--- config.mk ---
export PLATFORM = sky130hd
export DESIGN_NAME = coreport_arbiter
export DESIGN_NICKNAME = d
export VERILOG_FILES = /design/src/rtl/coreport_arbiter.sv
export SDC_FILE = /design/constraint.sdc
export NUM_CORES = 1
export LEC_CHECK = 0
export CORE_AREA = 2 2 95 97
export CTS_CLUSTER_DIAMETER = 30
export DETAILED_ROUTE_END_ITERATION = 8
export DIE_AREA = 0 0 97 99
export PLACE_DENSITY = 0.8
export SLEW_MARGIN = 20
export SYNTH_ARGS = -nofsm -noshare
export SYNTH_HDL_FRONTEND = slang
export SYNTH_SLANG_ARGS = --single-unit
--- constraint.sdc ---
create_clock -name wb_clk -period 2.1 [get_ports wb_clk]
set_input_delay 0.42 -clock wb_clk [delete_from_list [all_inputs] [get_ports wb_clk]]
set_output_delay 0.42 -clock wb_clk [all_outputs]
set_load 0.05 [all_outputs]
--- src/rtl/coreport_arbiter.sv ---
// coreport_arbiter: round-robin Wishbone arbiter with bus lock and stall watchdog in front of the coreport GPIO slave
module coreport_arbiter #(
  parameter int NUM_MASTERS = 4,
  parameter int WIDTH = 8,
  parameter int TIMEOUT = 16
) (
  input  logic                         wb_clk,
  input  logic                         wb_rst_n,
  input  logic [NUM_MASTERS*32-1:0]    m_adr_i,
  input  logic [NUM_MASTERS*WIDTH-1:0] m_dat_i,
  input  logic [NUM_MASTERS-1:0]       m_we_i,
  input  logic [NUM_MASTERS-1:0]       m_cyc_i,
  input  logic [NUM_MASTERS-1:0]       m_stb_i,
  output logic [WIDTH-1:0]             m_dat_o,
  output logic [NUM_MASTERS-1:0]       m_ack_o,
  output logic [NUM_MASTERS-1:0]       m_err_o,
  output logic [31:0]                  s_adr_o,
  output logic [WIDTH-1:0]             s_dat_o,
  output logic                         s_we_o,
  output logic                         s_cyc_o,
  output logic                         s_stb_o,
  input  logic [WIDTH-1:0]             s_dat_i,
  input  logic                         s_ack_i,
  input  logic                         s_err_i,
  output logic [NUM_MASTERS-1:0]       grant_o,
  output logic [$clog2(NUM_MASTERS)-1:0] owner_o
);
  localparam int OW = $clog2(NUM_MASTERS);
  localparam int CW = TIMEOUT > 1 ? $clog2(TIMEOUT) : 1;
  typedef enum logic {IDLE, GRANT} state_t;
  state_t state;
  logic [OW-1:0] owner, last_owner, nxt;
  logic [CW-1:0] wd_cnt;
  logic busy, own_stb, wd_fire;
  // scan from farthest to nearest so the requester right after last_owner wins
  always_comb begin
    int j;
    j = 0;
    nxt = last_owner;
    for (int i = NUM_MASTERS; i >= 1; i--) begin
      j = (int'(last_owner) + i) % NUM_MASTERS;
      if (m_cyc_i[OW'(j)]) nxt = OW'(j);
    end
  end
  assign busy    = state == GRANT;
  assign own_stb = busy & m_stb_i[owner];
  // an ack landing on the limit cycle beats the watchdog
  assign wd_fire = (TIMEOUT != 0) && own_stb && !s_ack_i && (int'(wd_cnt) == TIMEOUT - 1);
  assign grant_o = busy ? NUM_MASTERS'(1) << owner : '0;
  assign owner_o = owner;
  assign s_adr_o = busy ? m_adr_i[owner*32 +: 32] : '0;
  assign s_dat_o = busy ? m_dat_i[owner*WIDTH +: WIDTH] : '0;
  assign s_we_o  = busy & m_we_i[owner];
  assign s_cyc_o = busy & m_cyc_i[owner] & ~wd_fire;
  assign s_stb_o = own_stb & ~wd_fire;
  assign m_ack_o = grant_o & {NUM_MASTERS{s_ack_i & s_stb_o}};
  assign m_err_o = grant_o & {NUM_MASTERS{(s_err_i & s_stb_o) | wd_fire}};
  assign m_dat_o = s_dat_i;
  always_ff @(posedge wb_clk or negedge wb_rst_n) begin
    if (!wb_rst_n) begin
      state      <= IDLE;
      owner      <= '0;
      last_owner <= OW'(NUM_MASTERS - 1);
      wd_cnt     <= '0;
    end else begin
      wd_cnt <= (own_stb && !s_ack_i && !s_err_i && !wd_fire) ? wd_cnt + CW'(1) : '0;
      if (state == IDLE) begin
        if (|m_cyc_i) begin
          owner <= nxt;
          state <= GRANT;
        end
      end else if (!m_cyc_i[owner] || wd_fire) begin
        state      <= IDLE;
        last_owner <= owner;
      end
    end
  end
endmodule
Yosys cells after proc, flatten, opt, wreduce, memory -nomap -nowiden

Cells that the tools add are included.

Flip-flop bits (word level): 9
Output and inout port bits: 65

$add $sub $neg: 5
$lt $le $gt $ge: 5
Equality and inequality tests: 1
Shift operators: 3
Multiplexer cells: 29
Bitwise operators: 12
Reduce and logical (&&, ||, !) cells: 12

Operators with widths:

| cell                                                                          | count |
|---|---|
| 128-bit by 8-bit variable part select with 32-bit output                      | 1 |
| 32-bit two-way mux                                                            | 1 |
| 32-bit by 6-bit variable part select with 8-bit output                        | 1 |
| 2-bit by 4-bit less-than comparator with 1-bit output (second input constant) | 4 |
| 1-bit binary-select mux with 2-bit select                                     | 7 |
| 1-bit two-way mux                                                             | 14 |
| 4-bit AND                                                                     | 2 |
| 2-bit two-way mux                                                             | 4 |
| 4-bit two-way mux                                                             | 2 |
| 8-bit two-way mux                                                             | 1 |
| 1-bit AND                                                                     | 7 |
| 2-bit by 1-bit adder with 2-bit output (second input constant)                | 2 |
| 2-bit adder (second input constant)                                           | 2 |
| 4-bit by 1-bit adder with 4-bit output (second input constant)                | 1 |
| 4-bit by 1-bit == test with 1-bit output (second input constant)              | 1 |
| 1-bit logical AND                                                             | 4 |
| 1-bit logical NOT                                                             | 4 |
| 2-bit AND reduction                                                           | 2 |
| 4-bit OR reduction                                                            | 1 |
| 1-bit by 2-bit left shift with 4-bit output (first input constant)            | 1 |
| 2-bit by 3-bit less-than comparator with 1-bit output (second input constant) | 1 |
| 1-bit NOT                                                                     | 2 |
| 1-bit logical OR                                                              | 1 |
| 1-bit bitwise OR                                                              | 1 |

Longest topological paths before layout

Depth after elaboration: 10
Mapped depth: 5

Worst setup path before layout

No wires, ideal clock.

Kind: reg-to-output
Start: register owner[0] (netlist: owner_o[0])
End: output port m_err_o[0]
Arrival: 2,406 ps
Required time: 1,680 ps
Path slack: -726 ps
Stages on the path, launching flop included: 5
Path through: dfrtp_1 buf_2 mux4_2 o211ai_1 nor3_1

Word-level cells in the longest chain between the ends: 10

Ends and longest elaborated chain:

| element                                   | RTL line | RTL |
|---|---|---|
| start, declared                           | 32       | `logic [OW-1:0] owner, last_owner, nxt;` |
| start signal, assigned                    | 69       | `owner <= nxt;` |
| 1-bit binary-select mux with 2-bit select | 46       | `assign own_stb = busy & m_stb_i[owner];` |
| 1-bit two-way mux (not written as such)   | 46       |  |
| 1-bit AND                                 | 46       |  |
| 1-bit logical AND (2 in a row)            | 48       | `assign wd_fire = (TIMEOUT != 0) && own_stb && !s_ack_i && (int'(wd_cnt) == TIMEOUT - 1);` |
| 1-bit NOT                                 | 55       | `assign s_stb_o = own_stb & ~wd_fire;` |
| 1-bit AND                                 | 55       |  |
| 1-bit AND                                 | 57       | `assign m_err_o = grant_o & {NUM_MASTERS{(s_err_i & s_stb_o) \| wd_fire}};` |
| 1-bit bitwise OR                          | 57       |  |
| 4-bit AND *                               | 57       |  |
| end, declared                             | 16       | `output logic [NUM_MASTERS-1:0] m_err_o,` |

Every way passes the cells marked *; elsewhere a longest branch is shown, timed or not. The select of a mux whose other input is x is not followed.

Worst setup path in the final report

Start: register owner[0] (netlist: owner_o[0])
End: output port s_stb_o

Word-level cells in the longest chain between the ends: 7

Ends and longest elaborated chain:

| element                                     | RTL line | RTL |
|---|---|---|
| 1-bit binary-select mux with 2-bit select * | 46       |  |
| 1-bit two-way mux (not written as such) *   | 46       |  |
| 1-bit AND *                                 | 46       |  |
| 1-bit logical AND (2 in a row)              | 48       |  |
| 1-bit NOT                                   | 55       |  |
| 1-bit AND *                                 | 55       |  |
| end, declared                               | 21       | `output logic s_stb_o,` |

Marks and branches as above.

==> flow_summary.ini <==
[power_and_ir_drop]
clockPowerShare_pct = 2.5
power.density_nw_per_um2 = 1533
p_leak_nw = 2.002
peakVddDrop_v = 0.0009615
p_seq_share_pct = 4.7
power_frac_comb_pct = 92.8
intPower_w = 0.003865
p_sw_share_pct = 49.83
p_switching_w = 0.003839

[floorplanning]
initial_core_util_pct = 22.74
dieHeight_um = 99
dieArea_sq_um = 9603
coreArea_sq_um = 8551
ios = 249
rows = 34
dieWidth_um = 97

[worst_hold_path]
hp-class = flip-flop to flip-flop

[placement]
place_ws_ns = -0.2340
place.gp.congestion = 0.9304
placed_area_sq_um = 4606
port_buffers = 232
hpwlAfterDp_um = 8407

[sta]
whs_ns = 0.4614
fmax_mhz = 440.5
finalCritPeriodShare_pct = 108.1
final-max-slew-violation-count = 0
min_period_ns = 2.270
max_slew_margin_pct = 72.42
final_hold_viol_count = 0
setup_viol = 51
tightest_slew_ns = 0.4123
rsz0062_at_grt = true
fin_skew_ns = 0.002370
layout_setup_ws_ns = -0.1703

[clocking]
clock-root-buffer = clkbuf_8
numCtsBuffers = 3
cts_tree = built
clock_sinks = 9
insertion_delay_ns = 0.23
clk_path_buf_depth = 2
htreeDepth = 1
clk_pin_slew_ns = 0.04

[grt]
antenna_found_initial = 0
grt_max_degree = 50
grt_pass1_vias = 2685
grt_overflow_total = 0
grt_use_total_pct = 19.94
grt_pass1_wl_um = 15060

[worst_setup_path]
cp_slowest_stage_delay_ns = 0.62
critPathSlowestCell = mux4_2
path_class = flip-flop to output pin
cp-startpoint = owner_o[0]
path_cells = mux4_2 > buf_4 > buf_6 > nand2_1 > nor2_2 > buf_12
worstSetupEndpoint = s_stb_o
cp_num_cells = 6
arrival_ns = 1.85
endpoint_kind = output pin
r2r.worst_path.cells = 4
path_max_fanout = 4
cp.required_ns = 1.68
r2r-end = last_owner[1]
critPathBufInv = 3
crit_family = multiplexers
r2r_setup_slack_ns = 0.29
start_kind = flip-flop
reg2reg_from = owner_o[0]

[synth]
synth.top_cell.area_share_pct = 49.81
ys_types = 32
ys_seq_elements = 9
syn_avg_cell_area_sq_um = 11.30
netlist_top_cells_area = mux4_2, and2_1, dfrtp_1, buf_4, nor2_1
synth_top_family_by_area = multiplexers
synth_xor_area_share_pct = 0.9009
synth_edf_count = 0
synth-simple-area-share_pct = 22.07
synth-adder-area-share_pct = 0.6435
synth_mux_area_share_pct = 52.45
synth_common_cells = mux4_2, and2_1, nor2_1
syn_inst = 172
synth.most_common_cell = mux4_2
async_flop_share_pct = 100.0
synth_area_leader_cell = mux4_2
synth_area_sq_um = 1944
synthFlopType = dfrtp_1
syn_nets = 357
yosys_warnings = 0
synth_compound_area_share_pct = 3.861
synth_seq_area_share_pct = 11.71

[detailed_routing]
totalWireLength_um = 10300
drc = 0
routedWlPerCell_um = 20.15
ant_nets = 0
via_per_inst = 4.810
vias = 2458
first_pass_iters = 4
drt_iter0_drc = 50

[cells_and_area]
nFillCells = 701
antenna_cells = 0
layout-drive-gt1-share_pct = 47.39
design_area_sq_um = 5026
synthToLayoutAreaGrowth_pct = 158.5
nNetsFinal = 589

[outcome]
outcome = finished with violations
violations = negative setup slack

[run]
max-cap-violations = 0
final cells by class:
class	count	area [sq um]	share of cell area, %
Tap cell	108	135.1	2.689
Inverter	3	11.26	0.2240
Sequential cell	9	232.7	4.630
Multi-Input combinational cell	134	1762	35.05
Clock buffer	4	45.04	0.8962
Timing Repair Buffer	253	2840	56.51
power by group through the flow:
stage | sequential, W | clock, W | combinational (W)
global placement | 0.000366 | 0 | 0.00611
CTS | 0.000371 | 0.000200 | 0.00670
detailed placement | 0.000369 | 0 | 0.00616
floorplan | 0.000355 | 0 | 0.00428
global route | 0.000377 | 0.000211 | 0.00742
finish | 0.000361 | 0.000196 | 0.00715
kinds of logic after synthesis:
| kind of cell | after synthesis |
|---|---|
| buffers and inverters | 29 |
| XOR/XNOR | 2 |
| flip-flops | 9 |
| adder cells (fa/ha/maj) | 1 |
| multiplexers | 47 |
| AND/OR/NAND/NOR | 75 |
| AO/OA/AOI/OAI | 9 |
layer usage:
metal	vias to the layer above	GRT usage [%]	share of wire (%)	routed length, um
met3	24	4.326	6.4	658
met5	-	0	0	0
li1	1118	-	-	-
met4	0	4.225	2.4	247
met1	1200	20.99	35	3566
met2	116	40.28	57	5822
registers in the layout (all words and copies together) (netlist names):
| register | flops |
|---|---|
| owner_o | 2 |
| last_owner | 2 |
| wd_cnt | 4 |
| busy | 1 |
timing repair:
| item | 4_1_cts | 5_1_grt |
|---|---|---|
| hold buffers | 0 | 0 |
| buffers inserted | 1 | 3 |
| cloned | 0 | 2 |
| resized for setup | 62 | 29 |
| endpoints found under the hold margin | 0 | 0 |
| pin swaps | 3 | 4 |
| setup endpoints to repair | 52 | 53 |
layout by cell type (no fill, tap or decap), drive strengths merged, types with 2 or more instances in the layout:
cell type / n
clkdlybuf4s50: 171
buf: 76
mux4: 43
and2: 42
nor2: 16
dfrtp: 7
clkbuf: 6
dlygate4sd2: 4
nor3: 4
nand2b: 4
inv: 3
nand3: 3
mux2: 3
nand2: 2
a31oi: 2
a21oi: 2
dfstp: 2
worst min-delay path by stage:
stage               startpoint   endpoint  slack, ns  cells after the start
floorplan             wb_rst_n       busy       0.12                      0
global placement     wd_cnt[0]  wd_cnt[0]       0.45                      1
detailed placement   wd_cnt[0]  wd_cnt[0]       0.46                      1
CTS                  wd_cnt[0]  wd_cnt[0]       0.46                      1
global route         wd_cnt[0]  wd_cnt[0]       0.47                      1
finish               wd_cnt[0]  wd_cnt[0]       0.46                      1
per-stage QoR:
stage | TNS [ns] | std cells | util, % | total power (W)
6_report | -4.884 | 511 | 58.78 | 0.007703
5_1_grt | -7.820 | 511 | 58.78 | 0.008013
4_1_cts | -4.992 | 506 | 56.86 | 0.007273
3_5_place_dp | -2.211 | 501 | 53.86 | 0.006526
3_3_place_gp | -1.924 | 501 | 53.86 | 0.006472
2_1_floorplan | -0.9575 | 172 | - | 0.004637
No activity file was read; power rests on OpenSTA's default activity.
